File: config.mk
export PLATFORM = sky130hd
export DESIGN_NAME = sbox_sched
export DESIGN_NICKNAME = d
export VERILOG_FILES = /design/src/rtl/sbox_sched.sv
export SDC_FILE = /design/constraint.sdc
export NUM_CORES = 1
export LEC_CHECK = 0
export ABC_CLOCK_PERIOD_IN_PS = 3000
export CAP_MARGIN = 20
export CORE_MARGIN = 2
export CORE_UTILIZATION = 40
export DETAILED_ROUTE_END_ITERATION = 7
export GPL_ROUTABILITY_DRIVEN = 0
export PLACE_DENSITY = 0.72
export SLEW_MARGIN = 20
export SYNTH_ARGS = -nofsm -noshare
export SYNTH_HDL_FRONTEND = slang
export SYNTH_SLANG_ARGS = --single-unit
export TNS_END_PERCENT = 10
File: constraint.sdc
create_clock -name clk -period 3 [get_ports clk]
set_input_delay 0.45 -clock clk [delete_from_list [all_inputs] [get_ports clk]]
set_output_delay 0.45 -clock clk [all_outputs]
set_load 0.005 [all_outputs]
File: src/rtl/sbox_sched.sv
// sbox_sched: streams a two-share masked 16-bit S-AES state through one shared
// pipelined masked nibble S-box, one nibble per cycle, and reassembles the result.
module sbox_sched #(
  parameter int          SBOX_LAT  = 3,
  parameter logic [15:0] LFSR_SEED = 16'hACE1
) (
  input  logic        clk,
  input  logic        rst_n,
  input  logic        in_valid,
  output logic        in_ready,
  input  logic [15:0] a_in,
  input  logic [15:0] b_in,
  output logic        out_valid,
  input  logic        out_ready,
  output logic [15:0] a_out,
  output logic [15:0] b_out,
  input  logic        seed_valid,
  input  logic [15:0] seed,
  output logic        busy,
  output logic [3:0]  sbox_a,
  output logic [3:0]  sbox_b,
  output logic [1:0]  sbox_z0,
  output logic [1:0]  sbox_z1,
  input  logic [3:0]  sbox_a_res,
  input  logic [3:0]  sbox_b_res
);
  typedef enum logic [1:0] {IDLE, FEED, DRAIN, DONE} state_e;
  state_e      state_q, state_d;
  logic [15:0] sa_q, sa_d, sb_q, sb_d, ra_q, ra_d, rb_q, rb_d, lfsr_q, lfsr_d;
  logic [1:0]  feed_cnt_q, feed_cnt_d, col_cnt_q, col_cnt_d;
  logic [2:0]  tag_q [SBOX_LAT];
  logic        tag_v, feeding;
  logic [1:0]  tag_idx;
  logic [3:0]  fbase, tbase;
  assign feeding         = state_q == FEED;
  assign {tag_v, tag_idx} = tag_q[SBOX_LAT-1];
  // nibble 0 lives in the top bits, so the bit base is (3-idx)*4
  assign fbase     = {~feed_cnt_q, 2'b00};
  assign tbase     = {~tag_idx, 2'b00};
  assign in_ready  = state_q == IDLE;
  assign busy      = state_q != IDLE;
  assign out_valid = state_q == DONE;
  assign a_out     = ra_q;
  assign b_out     = rb_q;
  assign sbox_a    = feeding ? sa_q[fbase +: 4] : 4'h0;
  assign sbox_b    = feeding ? sb_q[fbase +: 4] : 4'h0;
  assign sbox_z0   = feeding ? lfsr_q[1:0] : 2'b00;
  assign sbox_z1   = feeding ? lfsr_q[3:2] : 2'b00;
  always_comb begin
    state_d    = state_q;
    sa_d       = sa_q;
    sb_d       = sb_q;
    ra_d       = ra_q;
    rb_d       = rb_q;
    lfsr_d     = lfsr_q;
    feed_cnt_d = feed_cnt_q;
    col_cnt_d  = col_cnt_q;
    case (state_q)
      IDLE:
        if (in_valid) begin
          state_d    = FEED;
          sa_d       = a_in;
          sb_d       = b_in;
          feed_cnt_d = 2'd0;
          col_cnt_d  = 2'd0;
        end else if (seed_valid) lfsr_d = seed == 16'h0 ? LFSR_SEED : seed;
      FEED: begin
        feed_cnt_d = feed_cnt_q + 2'd1;
        lfsr_d     = {lfsr_q[14:0], lfsr_q[15] ^ lfsr_q[13] ^ lfsr_q[12] ^ lfsr_q[10]};
        state_d    = feed_cnt_q == 2'd3 ? DRAIN : FEED;
      end
      DRAIN: state_d = tag_v && col_cnt_q == 2'd3 ? DONE : DRAIN;
      DONE:  state_d = out_ready ? IDLE : DONE;
      default: state_d = IDLE;
    endcase
    if (tag_v && (feeding || state_q == DRAIN)) begin
      ra_d[tbase +: 4] = sbox_a_res;
      rb_d[tbase +: 4] = sbox_b_res;
      col_cnt_d        = col_cnt_q + 2'd1;
    end
  end
  always_ff @(posedge clk or negedge rst_n) begin
    if (!rst_n) begin
      state_q    <= IDLE;
      sa_q       <= '0;
      sb_q       <= '0;
      ra_q       <= '0;
      rb_q       <= '0;
      lfsr_q     <= LFSR_SEED;
      feed_cnt_q <= '0;
      col_cnt_q  <= '0;
      tag_q      <= '{default: '0};
    end else begin
      state_q    <= state_d;
      sa_q       <= sa_d;
      sb_q       <= sb_d;
      ra_q       <= ra_d;
      rb_q       <= rb_d;
      lfsr_q     <= lfsr_d;
      feed_cnt_q <= feed_cnt_d;
      col_cnt_q  <= col_cnt_d;
      tag_q[0]   <= {feeding, feed_cnt_q};
      for (int i = 1; i < SBOX_LAT; i++) tag_q[i] <= tag_q[i-1];
    end
  end
  a_tag_in_window: assert property (@(posedge clk) disable iff (!rst_n)
    tag_v |-> (state_q == FEED || state_q == DRAIN));
endmodule

==> flow_summary.json, run 1 <==
{
  "setup_viol": 0,
  "ir_worst_vdd_mv": 0.585,
  "syn_area_per_cell_um2": 13.5,
  "r2r_cells": 7,
  "n_antenna_cell": 0,
  "ys_types": 38,
  "grt_max_degree": 51,
  "post_cts_buffers": 0,
  "startpoint": "feed_cnt_q[0]",
  "hold_viol_final": 0,
  "endpoint_kind": "primary output",
  "grt_pass1_vias": 2971,
  "r2r_slack_ps": 810,
  "route.met3.wl_um": 454,
  "insertion_delay_ps": 350,
  "rows": 37,
  "synthCells": 304,
  "fillers": 835,
  "final_common_cell": "clkdlybuf4s50_1",
  "postCtsHoldBufs": 0,
  "dp_cells": 539,
  "finalCritPeriodShare": 0.921,
  "maxCapViolCount": 0,
  "drt_iter0_markers": 162,
  "worstReg2RegStart": "state_q[1]",
  "p_leak_nw": 2.36,
  "drc": 0,
  "ys_seq_elements": 95,
  "final_net_count": 487,
  "outcome": "complete, no violations",
  "p_total_mw": 5.66,
  "drt_wl_total_um": 8860,
  "antenna_found_initial": 0,
  "dieHeight_um": 105,
  "overflow": 0,
  "root_buffer": "clkbuf_8",
  "slew_headroom": 0.567,
  "viasPerCell": 5.13,
  "syn_area_um2": 4120,
  "vias": 2849,
  "layout-drive-gt1-share": 0.189,
  "cts_repair_resize_count": 0,
  "numCtsBuffers": 9,
  "worst_pin_slew_ps": 650,
  "cts_tree": "built",
  "seq_area_frac_synth": 0.580,
  "ys.warnings.count": 0,
  "dp_hpwl_um": 6400,
  "grt_pass1_wl_um": 15100,
  "fin_crit_ps": 2760,
  "worstSetupPathType": "flop to primary output",
  "portBuffers": 107,
  "clk_pin_slew_ps": 90,
  "syn_nets": 377,
  "fmax_mhz": 362,
  "path_max_fanout": 12,
  "core_area_um2": 10100,
  "die_area_um2": 11100,
  "clock_skew_ps": 7.70,
  "htreeDepth": 3,
  "cts.path.max_buffers": 2,
  "finalCoreUtilization": 0.548,
  "area_growth_pct": 35.0,
  "drv_slew": 0,
  "cp-start-kind": "flop",
  "wl_met2_um": 4290,
  "crit_arrival_ps": 2310,
  "layout_common_cells": "clkdlybuf4s50_1, dfrtp_1, mux2_2, a22o_1, nand2_1",
  "start_util": 0.406,
  "die_w_um": 105,
  "drtAntennaViolNets": 0,
  "rsz0062_at_grt": "no",
  "power_density_nw_per_um2": 1020,
  "grt.total_usage": 0.171,
  "required_ps": 2550,
  "hp-class": "primary input to asynchronous set/reset pin",
  "tns_ps": 0,
  "instances_no_fill": 555,
  "met1_length_um": 4080,
  "wl_per_cell_um": 16.0,
  "finalWorstSetupSlack_ps": 237,
  "worstReg2RegEnd": "state_q[0]",
  "pre_cts_slack_ps": 568,
  "first_pass_iters": 5,
  "ios": 108,
  "top_layer_used": "met4",
  "cts_sinks": 95
}
==> area by class of cell <==
type                       instances  area (µm²)  share of cell area
clock inverter                     3        65.1              0.0117
clock buffer                      13         159              0.0286
multi-input combinational        189        1630               0.294
timing repair buffer             112        1120               0.201
inverter                           7        26.3             0.00473
tap                              136         170              0.0306
sequential                        95        2390               0.429
==> sequential cells by signal, indices dropped and copies added, names as in the netlist <==
name	flops
sa_q	16
tag_q	7
b_out	16
feed_cnt_q	2
lfsr_q	16
state_q	2
sb_q	16
tag_idx	2
col_cnt_q	2
a_out	16
==> worst max-delay path: stages, from the launching register on <==
cell             delay (ps)
dfrtp_1                 770
mux4_2                  570
and2_1                  180
clkdlybuf4s50_1         440
==> where the power goes <==
| group | switching (mW) | total (mW) | internal [mW] |
|---|---|---|---|
| sequential | 0.395 | 2.29 | 1.90 |
| clock | 0.417 | 0.933 | 0.515 |
| combinational | 0.996 | 2.43 | 1.43 |
==> cells in the mapped netlist <==
master     number  area (µm²)
a21oi_1         6        30.0
a22o_1         32         280
a2bb2oi_2       1        15.0
a311oi_1        1        8.76
a31oi_1         1        6.26
a32o_1          1        10.0
a41o_1          1        10.0
and2_1         12        75.1
and2_4          1        8.76
buf_1           1        3.75
buf_2           7        35.0
buf_8           1        15.0
clkbuf_1        3        11.3
clkbuf_2        1        5.00
dfrtp_1        87        2180
dfstp_2         8         210
ha_1           12         150
inv_1           7        26.3
mux2_2         32         360
mux2i_1         4        40.0
mux4_2          8         180
nand2_1        24        90.1
nand2_2         3        18.8
nand2_8         1        20.0
nand2b_1        3        18.8
nand3_1         2        10.0
nor2_1          2        7.51
nor2_4          1        11.3
nor3_1          1        5.00
nor3_4          1        16.3
nor4_1          5        31.3
nor4_4          2        42.5
o21ai_0        19        95.1
o21ai_1         1        5.00
o22ai_1         8        50.1
or4_4           1        11.3
xnor2_1         2        17.5
xor2_1          1        8.76
==> per-stage QoR <==
stage               hold slack, ps  instance area [µm²]
floorplan                      154                 4120
global placement               332                 5340
detailed placement             335                 5340
CTS                            123                 5560
global route                   147                 5560
finish                         110                 5560
==> worst max path at each step <==
stage	to	slack, ps	depth (start not counted)
final	sbox_b[0]	240	3
after global routing	sbox_b[3]	70	3
after CTS	sbox_a[3]	160	3
after detailed placement	sbox_a[3]	570	3
after global placement	sbox_a[3]	610	3
after floorplan	a_out[12]	1230	5
==> kinds of logic (layout without fill, tap and decap cells) <==
kind of cell	count (synthesis)	in the layout	share of synthesized area
XOR/XNOR	3	3	0.00638
adder cells (fa/ha/maj)	12	12	0.0365
buffers and inverters	20	135	0.0234
AO/OA/AOI/OAI	71	71	0.124
multiplexers	44	44	0.141
flip-flops	95	95	0.580
AND/OR/NAND/NOR	59	59	0.0890
==> layer usage <==
| layer | vias up | track usage |
|---|---|---|
| met1 | 1422 | 0.240 |
| li1 | 1342 | - |
| met5 | - | 0 |
| met3 | 4 | 0.0464 |
| met2 | 81 | 0.265 |
| met4 | 0 | 0.0419 |
(Power assumes the default switching activity.)
==> run 2, diff against run 1 <==
==> constraint.sdc (replaced) <==
create_clock -name clk -period 3 [get_ports clk]
set_input_delay 0.3 -clock clk [delete_from_list [all_inputs] [get_ports clk]]
set_output_delay 0.3 -clock clk [all_outputs]
set_load 0.005 [all_outputs]
==> flow_summary.json, run 2 (same netlist as run 1, synthesis figures left out) <==
{
  "outcome": "finished, violations left",
  "violations": "negative hold slack",
  "cts_sinks": 95,
  "setup_viol": 0,
  "viasPerCell": 5.23,
  "endpoint_kind": "primary output",
  "final_common_cell": "clkdlybuf4s50_1",
  "drc": 0,
  "portBuffers": 107,
  "slowest_delay_ps": 770,
  "maxCapViolCount": 0,
  "holdWs_ps": -4.58,
  "final_area_um2": 5530,
  "p_leak_nw": 2.35,
  "drv_slew": 0,
  "numCtsBuffers": 9,
  "grt_pass1_vias": 2963,
  "drt_iter0_markers": 81,
  "cts_repair_resize_count": 0,
  "postCtsHoldBufs": 0,
  "first_pass_iters": 4,
  "rows": 37,
  "fmax_mhz": 381,
  "worst_pin_slew_ps": 744,
  "power_density_nw_per_um2": 1010,
  "slew_headroom": 0.504,
  "start_util": 0.406,
  "n_antenna_cell": 0,
  "layout-drive-gt1-share": 0.191,
  "cts_tree": "built",
  "hp-class": "primary input to asynchronous set/reset pin",
  "post_cts_buffers": 0,
  "final_net_count": 486,
  "r2r_cells": 6,
  "cp_num_buf_inv": 1,
  "htreeDepth": 3,
  "cp-start-kind": "flop",
  "antenna_found_initial": 0,
  "critPathTopFamily": "flip-flops",
  "cts.path.max_buffers": 2,
  "grt.total_usage": 0.166,
  "drtAntennaViolNets": 0,
  "top_layer_used": "met4",
  "dieHeight_um": 105,
  "met1_length_um": 3860,
  "area_growth_pct": 34.3,
  "vias": 2896,
  "die_area_um2": 11100,
  "die_w_um": 105,
  "worstReg2RegEnd": "lfsr_q[7]",
  "required_ps": 2700,
  "ios": 108,
  "path_max_fanout": 12,
  "ir_worst_vdd_mv": 0.520,
  "crit_arrival_ps": 2330,
  "root_buffer": "clkbuf_8",
  "route.met3.wl_um": 553,
  "slowest_stage": "dfrtp_1",
  "tns_ps": 0,
  "wl_per_cell_um": 15.8,
  "wl_met2_um": 4260,
  "r2r_slack_ps": 920,
  "fin_crit_ps": 2630,
  "drt_wl_total_um": 8770,
  "clk_pin_slew_ps": 90,
  "placed_area_um2": 5320,
  "overflow": 0,
  "dp_hpwl_um": 6350,
  "worstReg2RegStart": "state_q[1]",
  "layout_common_cells": "clkdlybuf4s50_1, dfrtp_1, mux2_2, a22o_1, nand2_1",
  "crit_chain": "mux4_2, and2_1, clkdlybuf4s50_1",
  "finalCritPeriodShare": 0.876,
  "insertion_delay_ps": 350,
  "hold_viol_final": 3,
  "grt_max_degree": 85,
  "core_area_um2": 10100,
  "rsz0062_at_grt": "no",
  "grt_pass1_wl_um": 14800,
  "worstSetupPathType": "flop to primary output",
  "clock_skew_ps": 11.0
}
==> run 2: how the worst max path moves through the flow <==
stage                     depth (start not counted)         to           from
after floorplan                                   5  a_out[12]     tag_idx[0]
after global routing                              3  sbox_b[0]  feed_cnt_q[0]
after CTS                                         3  sbox_b[2]  feed_cnt_q[0]
after detailed placement                          3  sbox_b[2]  feed_cnt_q[0]
final                                             3  sbox_b[2]  feed_cnt_q[0]
after global placement                            3  sbox_a[3]  feed_cnt_q[0]
==> run 2: layer usage <==
metal,vias up,global-route usage
met5,-,0
met2,92,0.269
li1,1343,-
met1,1450,0.223
met3,11,0.0371
met4,0,0.0486
==> run 2: power by group <==
part	switching (mW)	total [mW]	internal (mW)	leakage [nW]
combinational	0.996	2.42	1.42	1.06
sequential	0.392	2.29	1.90	1.18
clock	0.462	0.884	0.422	0.108
==> run 2: through the flow <==
step / cells / utilization / setup WS [ps] / hold WS, ps / power (mW)
after global placement: 538 / 0.524 / 752 / 332 / 4.66
after CTS: 554 / 0.545 / 307 / 167 / 5.66
final: 554 / 0.546 / 373 / -4.58 / 5.59
after floorplan: 304 / - / 1230 / 4.41 / 3.75
after detailed placement: 538 / 0.524 / 703 / 336 / 4.76
after global routing: 554 / 0.546 / 204 / 45.8 / 5.99
==> run 2: final cells by class <==
| cell class | instances | area, µm² |
|---|---|---|
| clock buffer | 10 | 138 |
| timing repair buffer | 111 | 1100 |
| sequential | 95 | 2390 |
| multi-input combinational | 189 | 1630 |
| clock inverter | 6 | 73.8 |
| fill | 851 | 4610 |
| tap | 136 | 170 |
| inverter | 7 | 26.3 |
